File: config.mk
export PLATFORM = sky130hd
export DESIGN_NAME = mmio_bridge
export DESIGN_NICKNAME = d
export VERILOG_FILES = /design/src/rtl/mmio_pkg.sv /design/src/rtl/tx_fifo.sv /design/src/rtl/mmio_bridge.sv
export SDC_FILE = /design/constraint.sdc
export NUM_CORES = 1
export LEC_CHECK = 0
export CORE_UTILIZATION = 55
export CTS_CLUSTER_SIZE = 30
export DETAILED_ROUTE_END_ITERATION = 16
export DONT_BUFFER_PORTS = 1
export GPL_ROUTABILITY_DRIVEN = 0
export GPL_TIMING_DRIVEN = 1
export PLACE_DENSITY_LB_ADDON = 0.12
export SLEW_MARGIN = 10
export SYNTH_ARGS = -nofsm -noshare
export SYNTH_HDL_FRONTEND = slang
export SYNTH_HIERARCHICAL = 1
export SYNTH_SLANG_ARGS = --single-unit
File: constraint.sdc
create_clock -name clk_i -period 4.2 [get_ports clk_i]
set_clock_uncertainty 0.15 [all_clocks]
set_input_delay 0.42 -clock clk_i [delete_from_list [all_inputs] [get_ports clk_i]]
set_output_delay 0.42 -clock clk_i [all_outputs]
set_load 0.02 [all_outputs]
File: src/rtl/mmio_pkg.sv
`default_nettype none
// ============================================================================
// Module      : mmio_pkg
// Description : Shared constants for the MMIO bridge: register word offsets
//               (addr[7:2]), status bit positions, and the TIMER_CMP reset
//               value.
// Revision    : 1.0 - initial release
// ============================================================================
package mmio_pkg;

    // Register word offsets, selected by addr[7:2]
    localparam logic [5:0] c_REG_CYCLE     = 6'h00;  // 0x00
    localparam logic [5:0] c_REG_GPIO      = 6'h01;  // 0x04
    localparam logic [5:0] c_REG_TX_DATA   = 6'h02;  // 0x08
    localparam logic [5:0] c_REG_TX_STATUS = 6'h03;  // 0x0C
    localparam logic [5:0] c_REG_TIMER_CMP = 6'h04;  // 0x10
    localparam logic [5:0] c_REG_TIMER_STS = 6'h05;  // 0x14

    // TX_STATUS bit positions
    localparam int c_STAT_EMPTY_BIT = 0;
    localparam int c_STAT_FULL_BIT  = 1;
    localparam int c_STAT_OVF_BIT   = 2;
    localparam int c_STAT_COUNT_LSB = 8;

    // TIMER_STATUS bit positions
    localparam int c_TSTAT_MATCH_BIT = 0;

    // Compare value that the counter only reaches after a full wrap
    localparam logic [31:0] c_TIMER_CMP_RST = 32'hFFFF_FFFF;

    // Size of the MMIO window in bytes
    localparam logic [31:0] c_WINDOW_BYTES = 32'd256;

endpackage : mmio_pkg
`default_nettype wire

File: src/rtl/tx_fifo.sv
`default_nettype none
// ============================================================================
// Module      : tx_fifo
// Description : Circular-buffer FIFO. Pushes while full and pops while empty
//               are ignored; the caller decides what a refused push means.
//               The head output is forced to zero when the FIFO is empty.
// Ports       : clk_i   - clock
//               rst_i   - asynchronous active-low reset
//               push_i  - write data_i at the tail
//               pop_i   - discard the head entry
//               data_i  - entry to push
//               data_o  - head entry (0 when empty)
//               full_o  - all entries occupied
//               empty_o - no entries occupied
//               count_o - occupancy
// Revision    : 1.0 - initial release
// ============================================================================
module tx_fifo #(
    parameter int DEPTH = 8,
    parameter int WIDTH = 8
) (
    input  logic                     clk_i,
    input  logic                     rst_i,
    input  logic                     push_i,
    input  logic                     pop_i,
    input  logic [WIDTH-1:0]         data_i,
    output logic [WIDTH-1:0]         data_o,
    output logic                     full_o,
    output logic                     empty_o,
    output logic [$clog2(DEPTH):0]   count_o
);

    localparam int c_AW = $clog2(DEPTH);
    localparam logic [c_AW:0] c_FULL_COUNT = (c_AW+1)'(DEPTH);

    logic [WIDTH-1:0] r_mem [DEPTH];
    logic [c_AW-1:0]  r_wr_ptr;
    logic [c_AW-1:0]  r_rd_ptr;
    logic [c_AW:0]    r_count;
    logic             w_do_push;
    logic             w_do_pop;

    assign full_o    = (r_count == c_FULL_COUNT);
    assign empty_o   = (r_count == '0);
    assign count_o   = r_count;
    assign w_do_push = push_i && !full_o;
    assign w_do_pop  = pop_i && !empty_o;
    // Gating keeps stale or never-written storage off the output
    assign data_o    = empty_o ? '0 : r_mem[r_rd_ptr];

    // Pointers wrap naturally because DEPTH is a power of two
    always_ff @(posedge clk_i or negedge rst_i) begin
        if (!rst_i) begin
            r_wr_ptr <= '0;
            r_rd_ptr <= '0;
            r_count  <= '0;
        end else begin
            if (w_do_push) begin
                r_wr_ptr <= r_wr_ptr + 1'b1;
            end
            if (w_do_pop) begin
                r_rd_ptr <= r_rd_ptr + 1'b1;
            end
            if (w_do_push && !w_do_pop) begin
                r_count <= r_count + 1'b1;
            end else if (w_do_pop && !w_do_push) begin
                r_count <= r_count - 1'b1;
            end
        end
    end

    // Storage is not reset; empty_o masks its contents
    always_ff @(posedge clk_i) begin
        if (w_do_push) begin
            r_mem[r_wr_ptr] <= data_i;
        end
    end

endmodule : tx_fifo
`default_nettype wire

File: src/rtl/mmio_bridge.sv
`default_nettype none
// ============================================================================
// Module      : mmio_bridge
// Description : Data-port decoder for a single-cycle core. Addresses below
//               MMIO_BASE go to RAM; a 256-byte window at MMIO_BASE holds a
//               cycle counter, a compare timer, a GPIO register and a TX
//               FIFO with a valid/ready output. Reads are combinational,
//               writes commit on the rising edge.
// Ports       : clk_i, rst_i (async active-low)
//               mem_write_i, addr_i, write_data_i, read_data_o - core side
//               ram_we_o, ram_rdata_i                          - RAM side
//               gpio_o                                         - GPIO out
//               tx_data_o, tx_valid_o, tx_ready_i              - TX stream
// Revision    : 1.0 - initial release
// ============================================================================
module mmio_bridge
    import mmio_pkg::*;
#(
    parameter int          FIFO_DEPTH = 8,
    parameter int          GPIO_W     = 8,
    parameter logic [31:0] MMIO_BASE  = 32'h0000_1000
) (
    input  logic              clk_i,
    input  logic              rst_i,
    input  logic              mem_write_i,
    input  logic [31:0]       addr_i,
    input  logic [31:0]       write_data_i,
    output logic [31:0]       read_data_o,
    output logic              ram_we_o,
    input  logic [31:0]       ram_rdata_i,
    output logic [GPIO_W-1:0] gpio_o,
    output logic [7:0]        tx_data_o,
    output logic              tx_valid_o,
    input  logic              tx_ready_i
);

    localparam int c_CNT_W = $clog2(FIFO_DEPTH) + 1;

    logic [31:0]        r_cycle;
    logic [GPIO_W-1:0]  r_gpio;
    logic [31:0]        r_timer_cmp;
    logic               r_match;
    logic               r_overflow;

    logic               w_is_ram;
    logic               w_is_mmio;
    logic [31:0]        w_win_off;
    logic [5:0]         w_reg;
    logic               w_mmio_wr;
    logic               w_push_req;
    logic               w_push;
    logic               w_drop;
    logic               w_pop;
    logic               w_full;
    logic               w_empty;
    logic [c_CNT_W-1:0] w_count;
    logic [31:0]        w_tx_status;
    logic [31:0]        w_mmio_rdata;

    // Subtracting first avoids wrap-around of MMIO_BASE + 0xFF
    assign w_is_ram   = (addr_i < MMIO_BASE);
    assign w_win_off  = addr_i - MMIO_BASE;
    assign w_is_mmio  = !w_is_ram && (w_win_off < c_WINDOW_BYTES);
    assign w_reg      = addr_i[7:2];
    assign w_mmio_wr  = mem_write_i && w_is_mmio;

    assign ram_we_o   = mem_write_i && w_is_ram;

    assign w_push_req = w_mmio_wr && (w_reg == c_REG_TX_DATA);
    // Full is judged on the pre-edge count, so a same-cycle pop never
    // makes room for the push.
    assign w_push     = w_push_req && !w_full;
    assign w_drop     = w_push_req && w_full;
    assign w_pop      = tx_valid_o && tx_ready_i;

    tx_fifo #(
        .DEPTH (FIFO_DEPTH),
        .WIDTH (8)
    ) u_tx_fifo (
        .clk_i   (clk_i),
        .rst_i   (rst_i),
        .push_i  (w_push),
        .pop_i   (w_pop),
        .data_i  (write_data_i[7:0]),
        .data_o  (tx_data_o),
        .full_o  (w_full),
        .empty_o (w_empty),
        .count_o (w_count)
    );

    assign tx_valid_o = !w_empty;
    assign gpio_o     = r_gpio;

    always_ff @(posedge clk_i or negedge rst_i) begin
        if (!rst_i) begin
            r_cycle     <= '0;
            r_gpio      <= '0;
            r_timer_cmp <= c_TIMER_CMP_RST;
            r_match     <= 1'b0;
            r_overflow  <= 1'b0;
        end else begin
            r_cycle <= r_cycle + 32'd1;

            if (w_mmio_wr && (w_reg == c_REG_GPIO)) begin
                r_gpio <= write_data_i[GPIO_W-1:0];
            end
            if (w_mmio_wr && (w_reg == c_REG_TIMER_CMP)) begin
                r_timer_cmp <= write_data_i;
            end

            // Sticky flags: a set event beats a coincident write-1-to-clear
            if (r_cycle == r_timer_cmp) begin
                r_match <= 1'b1;
            end else if (w_mmio_wr && (w_reg == c_REG_TIMER_STS)
                         && write_data_i[c_TSTAT_MATCH_BIT]) begin
                r_match <= 1'b0;
            end

            if (w_drop) begin
                r_overflow <= 1'b1;
            end else if (w_mmio_wr && (w_reg == c_REG_TX_STATUS)
                         && write_data_i[c_STAT_OVF_BIT]) begin
                r_overflow <= 1'b0;
            end
        end
    end

    always_comb begin
        w_tx_status                                = '0;
        w_tx_status[c_STAT_EMPTY_BIT]              = w_empty;
        w_tx_status[c_STAT_FULL_BIT]               = w_full;
        w_tx_status[c_STAT_OVF_BIT]                = r_overflow;
        w_tx_status[c_STAT_COUNT_LSB +: 8]         = 8'(w_count);
    end

    always_comb begin
        w_mmio_rdata = '0;
        case (w_reg)
            c_REG_CYCLE:     w_mmio_rdata = r_cycle;
            c_REG_GPIO:      w_mmio_rdata[GPIO_W-1:0] = r_gpio;
            c_REG_TX_STATUS: w_mmio_rdata = w_tx_status;
            c_REG_TIMER_CMP: w_mmio_rdata = r_timer_cmp;
            c_REG_TIMER_STS: w_mmio_rdata[c_TSTAT_MATCH_BIT] = r_match;
            default:         w_mmio_rdata = '0;
        endcase
    end

    always_comb begin
        read_data_o = '0;
        if (w_is_ram) begin
            read_data_o = ram_rdata_i;
        end else if (w_is_mmio) begin
            read_data_o = w_mmio_rdata;
        end
    end

endmodule : mmio_bridge
`default_nettype wire

==> impl_metrics.toml <==
[power]
seqPwrFrac_pct = 50.9
clockPowerShare_pct = 46.8
comb_power_share_pct = 2.4
power.density_nw_per_um2 = 350
power.leakage_nw = 3.39
total_power_w = 0.00298
p_int_w = 0.00236
vdd_ir_drop_max_mv = 0.202
power_switching_w = 0.000616
swShare_pct = 20.7

[global_routing]
grt_pass1_vias = 4767
antenna_found_initial = 0
grt_pass1_wl_mm = 25.7
grt_overflow = 0
grt_usage_pct = 24.1
grt_max_degree = 85

[floorplanning]
die_area_um2 = 14000
rows = 42
initial_utilization_pct = 56.4
io_pins = 150
die_y_um = 119
core_area_um2 = 13200
die_x_um = 119

[clock_network]
cts_tree = "done"
clk_pin_slew_worst_paths_ns = 0.06
numCtsBuffers = 17
cts_resized = 0
post_cts_buffers = 0
clk_latency_ns = 0.42
clock_sinks = 148
ctsLongestPathBuffers = 2
hold_buffers = 33
cts_root_buf = "clkbuf_16"
htree_levels = 4

[outcome]
outcome = "finished clean"

[timing]
fin_crit_sh_pct = 81.9
fin_tns_setup_ns = 0
slew_violations = 0
clock.fmax_mhz = 291
rsz0062_at_grt = "no"
worst_pin_slew_ns = 1.08
period_needed_ns = 3.44
maxSlewHeadroom_pct = 27.7
setup_violations = 0
final-hold-violation-count = 0

[route]
via_count = 4729
first_pass_iters = 4
routed_via_density = 6.09
drt_wl_total_mm = 16.0
drcViolationCount = 0
wl_per_cell_um = 20.7
drt_iter0_markers = 254
ant_nets = 0

[critical_path]
rrSetupSlack_ns = 0.82
arrival_ns = 3.58
cp-end-kind = "flip-flop"
r2r_start = "u_tx_fifo/count_o[0]"
worst-r2r-cell-count = 12
critPathKind = "input pin to flip-flop"
critical_path_required_ns = 4.34
startpoint_type = "input pin"
rr_endpoint = "u_tx_fifo/count_o[3]"
path_cells = "or4b_1, or2_2, nor3_2, nor4b_1, buf_4, nand2_1, inv_1, ha_1, inv_1, ha_1, or4_1, o211ai_1, o211ai_1"
worstPathMaxFanout = 6
cp_slowest_cell = "or4_1"
crit_family = "simple AND/OR/NAND/NOR gates"
crit_buf_inv = 3
max_stage_delay_ns = 0.57

[flow_run]
drv_cap = 0

[final_layout]
n_fill_cell = 1041
nNetsFinal = 694
syn_to_final_growth_pct = 13.9
n_antenna_cell = 0
drive_gt1_share_pct = 23.3
fin_area_um2 = 8500

[synth]
synthFlopType = "edfxtp_1"
synth_fp_nets = 664
avgSynthCellArea_um2 = 13.4
yosys.area.top_type_share_pct = 25.7
syn-instance-count = 557
synth_seq_cells = 148
synth_area_um2 = 7470
yosysTopAreaCell = "edfxtp_1"
ys_async_sr_fraction_pct = 56.8
synth-edff-count = 64
yosysWarnings = 6
yosys-top-cells-area = "edfxtp_1 (26%), dfrtp_1 (17%), dfstp_2 (11%), mux2_2 (6.5%), xor2_1 (5.4%)"
seq_area_frac_synth_pct = 54.4
synth_cell_types = 51

[placed_design]
dp_hpwl_mm = 11.4
io_buffers = 0
dpl_cell_area_um2 = 7610

[worst_hold_path]
hold_path_class = "input pin to flip-flop"
hold_depth = 1
min_to = "r_timer_cmp[28]"
min-delay-start = "write_data_i[28]"
-- kinds of logic after synthesis --
logic type / after synthesis / synth area share (%)
compound gates: 63 / 7.01
simple gates: 137 / 10.9
mux: 92 / 15.9
flops: 148 / 54.4
buf+inv: 42 / 2.55
fa+ha+maj: 7 / 1.27
xor+xnor: 68 / 7.98
-- area by class of cell --
cell class | count | area [um^2] | share of cell area (%)
Sequential cell | 148 | 4060 | 47.8
Multi-Input combinational cell | 367 | 3220 | 37.9
Clock buffer | 20 | 437 | 5.14
Timing Repair Buffer | 41 | 408 | 4.80
Tap cell | 176 | 220 | 2.59
Clock inverter | 12 | 108 | 1.27
Inverter | 12 | 45.0 | 0.530
-- Yosys cell counts (15+ instances only) --
cell       number
a22o_1         17
clkbuf_1       19
dfrtp_1        52
dfstp_2        32
edfxtp_1       64
mux2_2         43
mux2i_1        32
mux4_2         17
nand2_1        26
nand3_1        19
nor3_1         15
nor4_1         17
o2bb2ai_1      26
xnor2_1        22
xor2_1         46
-- flip-flops by register name, summed over array words and instances (netlist names) --
signal,cells
gpio_o,8
r_cycle,32
r_match,1
r_overflow,1
r_timer_cmp,32
u_tx_fifo/count_o,4
u_tx_fifo/r_mem,64
u_tx_fifo/r_rd_ptr,3
u_tx_fifo/r_wr_ptr,3
-- cell usage in the layout, fill, tap and decap left out, types with 13 or more instances in the layout --
cell type       n
mux2_2         43
edfxtp_1       64
nor3_1         13
nor4_1         17
xor2_1         46
dlygate4sd3_1  32
clkbuf_16      17
a22o_1         17
nand2_1        26
xnor2_1        22
mux2i_1        32
o2bb2ai_1      26
dfstp_2        32
dfrtp_1        52
mux4_2         17
nand3_1        19
nor2_1         14
-- worst max-delay path by stage --
stage,slack (ns),endpoint,cells past startpoint,from
final,0.76,u_tx_fifo/count_o[3],13,addr_i[10]
after global routing,0.64,u_tx_fifo/count_o[3],13,addr_i[10]
after CTS,0.81,u_tx_fifo/count_o[3],13,addr_i[10]
after detailed placement,0.37,u_tx_fifo/count_o[3],13,addr_i[10]
after global placement,0.49,u_tx_fifo/count_o[3],13,addr_i[10]
after floorplan,0.35,u_tx_fifo/count_o[3],12,addr_i[10]
-- metal layers --
metal / GRT usage (%) / vias up / routed length [um]
li1: - / 2183 / -
met5: 0 / - / 0
met3: 5.21 / 26 / 877
met1: 31.0 / 2382 / 6810
met2: 39.4 / 138 / 7960
met4: 10.4 / 0 / 399
-- stage by stage --
step                      util (%)  hold WS (ns)  cells  setup WS (ns)
final                         64.2       0.00925    776          0.762
after global routing          64.2       0.00220    776          0.636
after CTS                     64.2       0.00130    776          0.810
after detailed placement      57.5       -0.0205    711          0.372
after global placement        57.5       -0.0209    711          0.494
after floorplan                  -       -0.0256    557          0.353
-- power groups by stage --
stage               sequential [W]  clock, W  combinational, W
finish                     0.00151   0.00139         0.0000700
global route               0.00151   0.00147         0.0000780
CTS                        0.00151   0.00141         0.0000717
detailed placement         0.00154         0         0.0000192
global placement           0.00154         0         0.0000189
floorplan                  0.00154         0         0.0000250
Note: power is estimated with default switching activity, not from simulation.
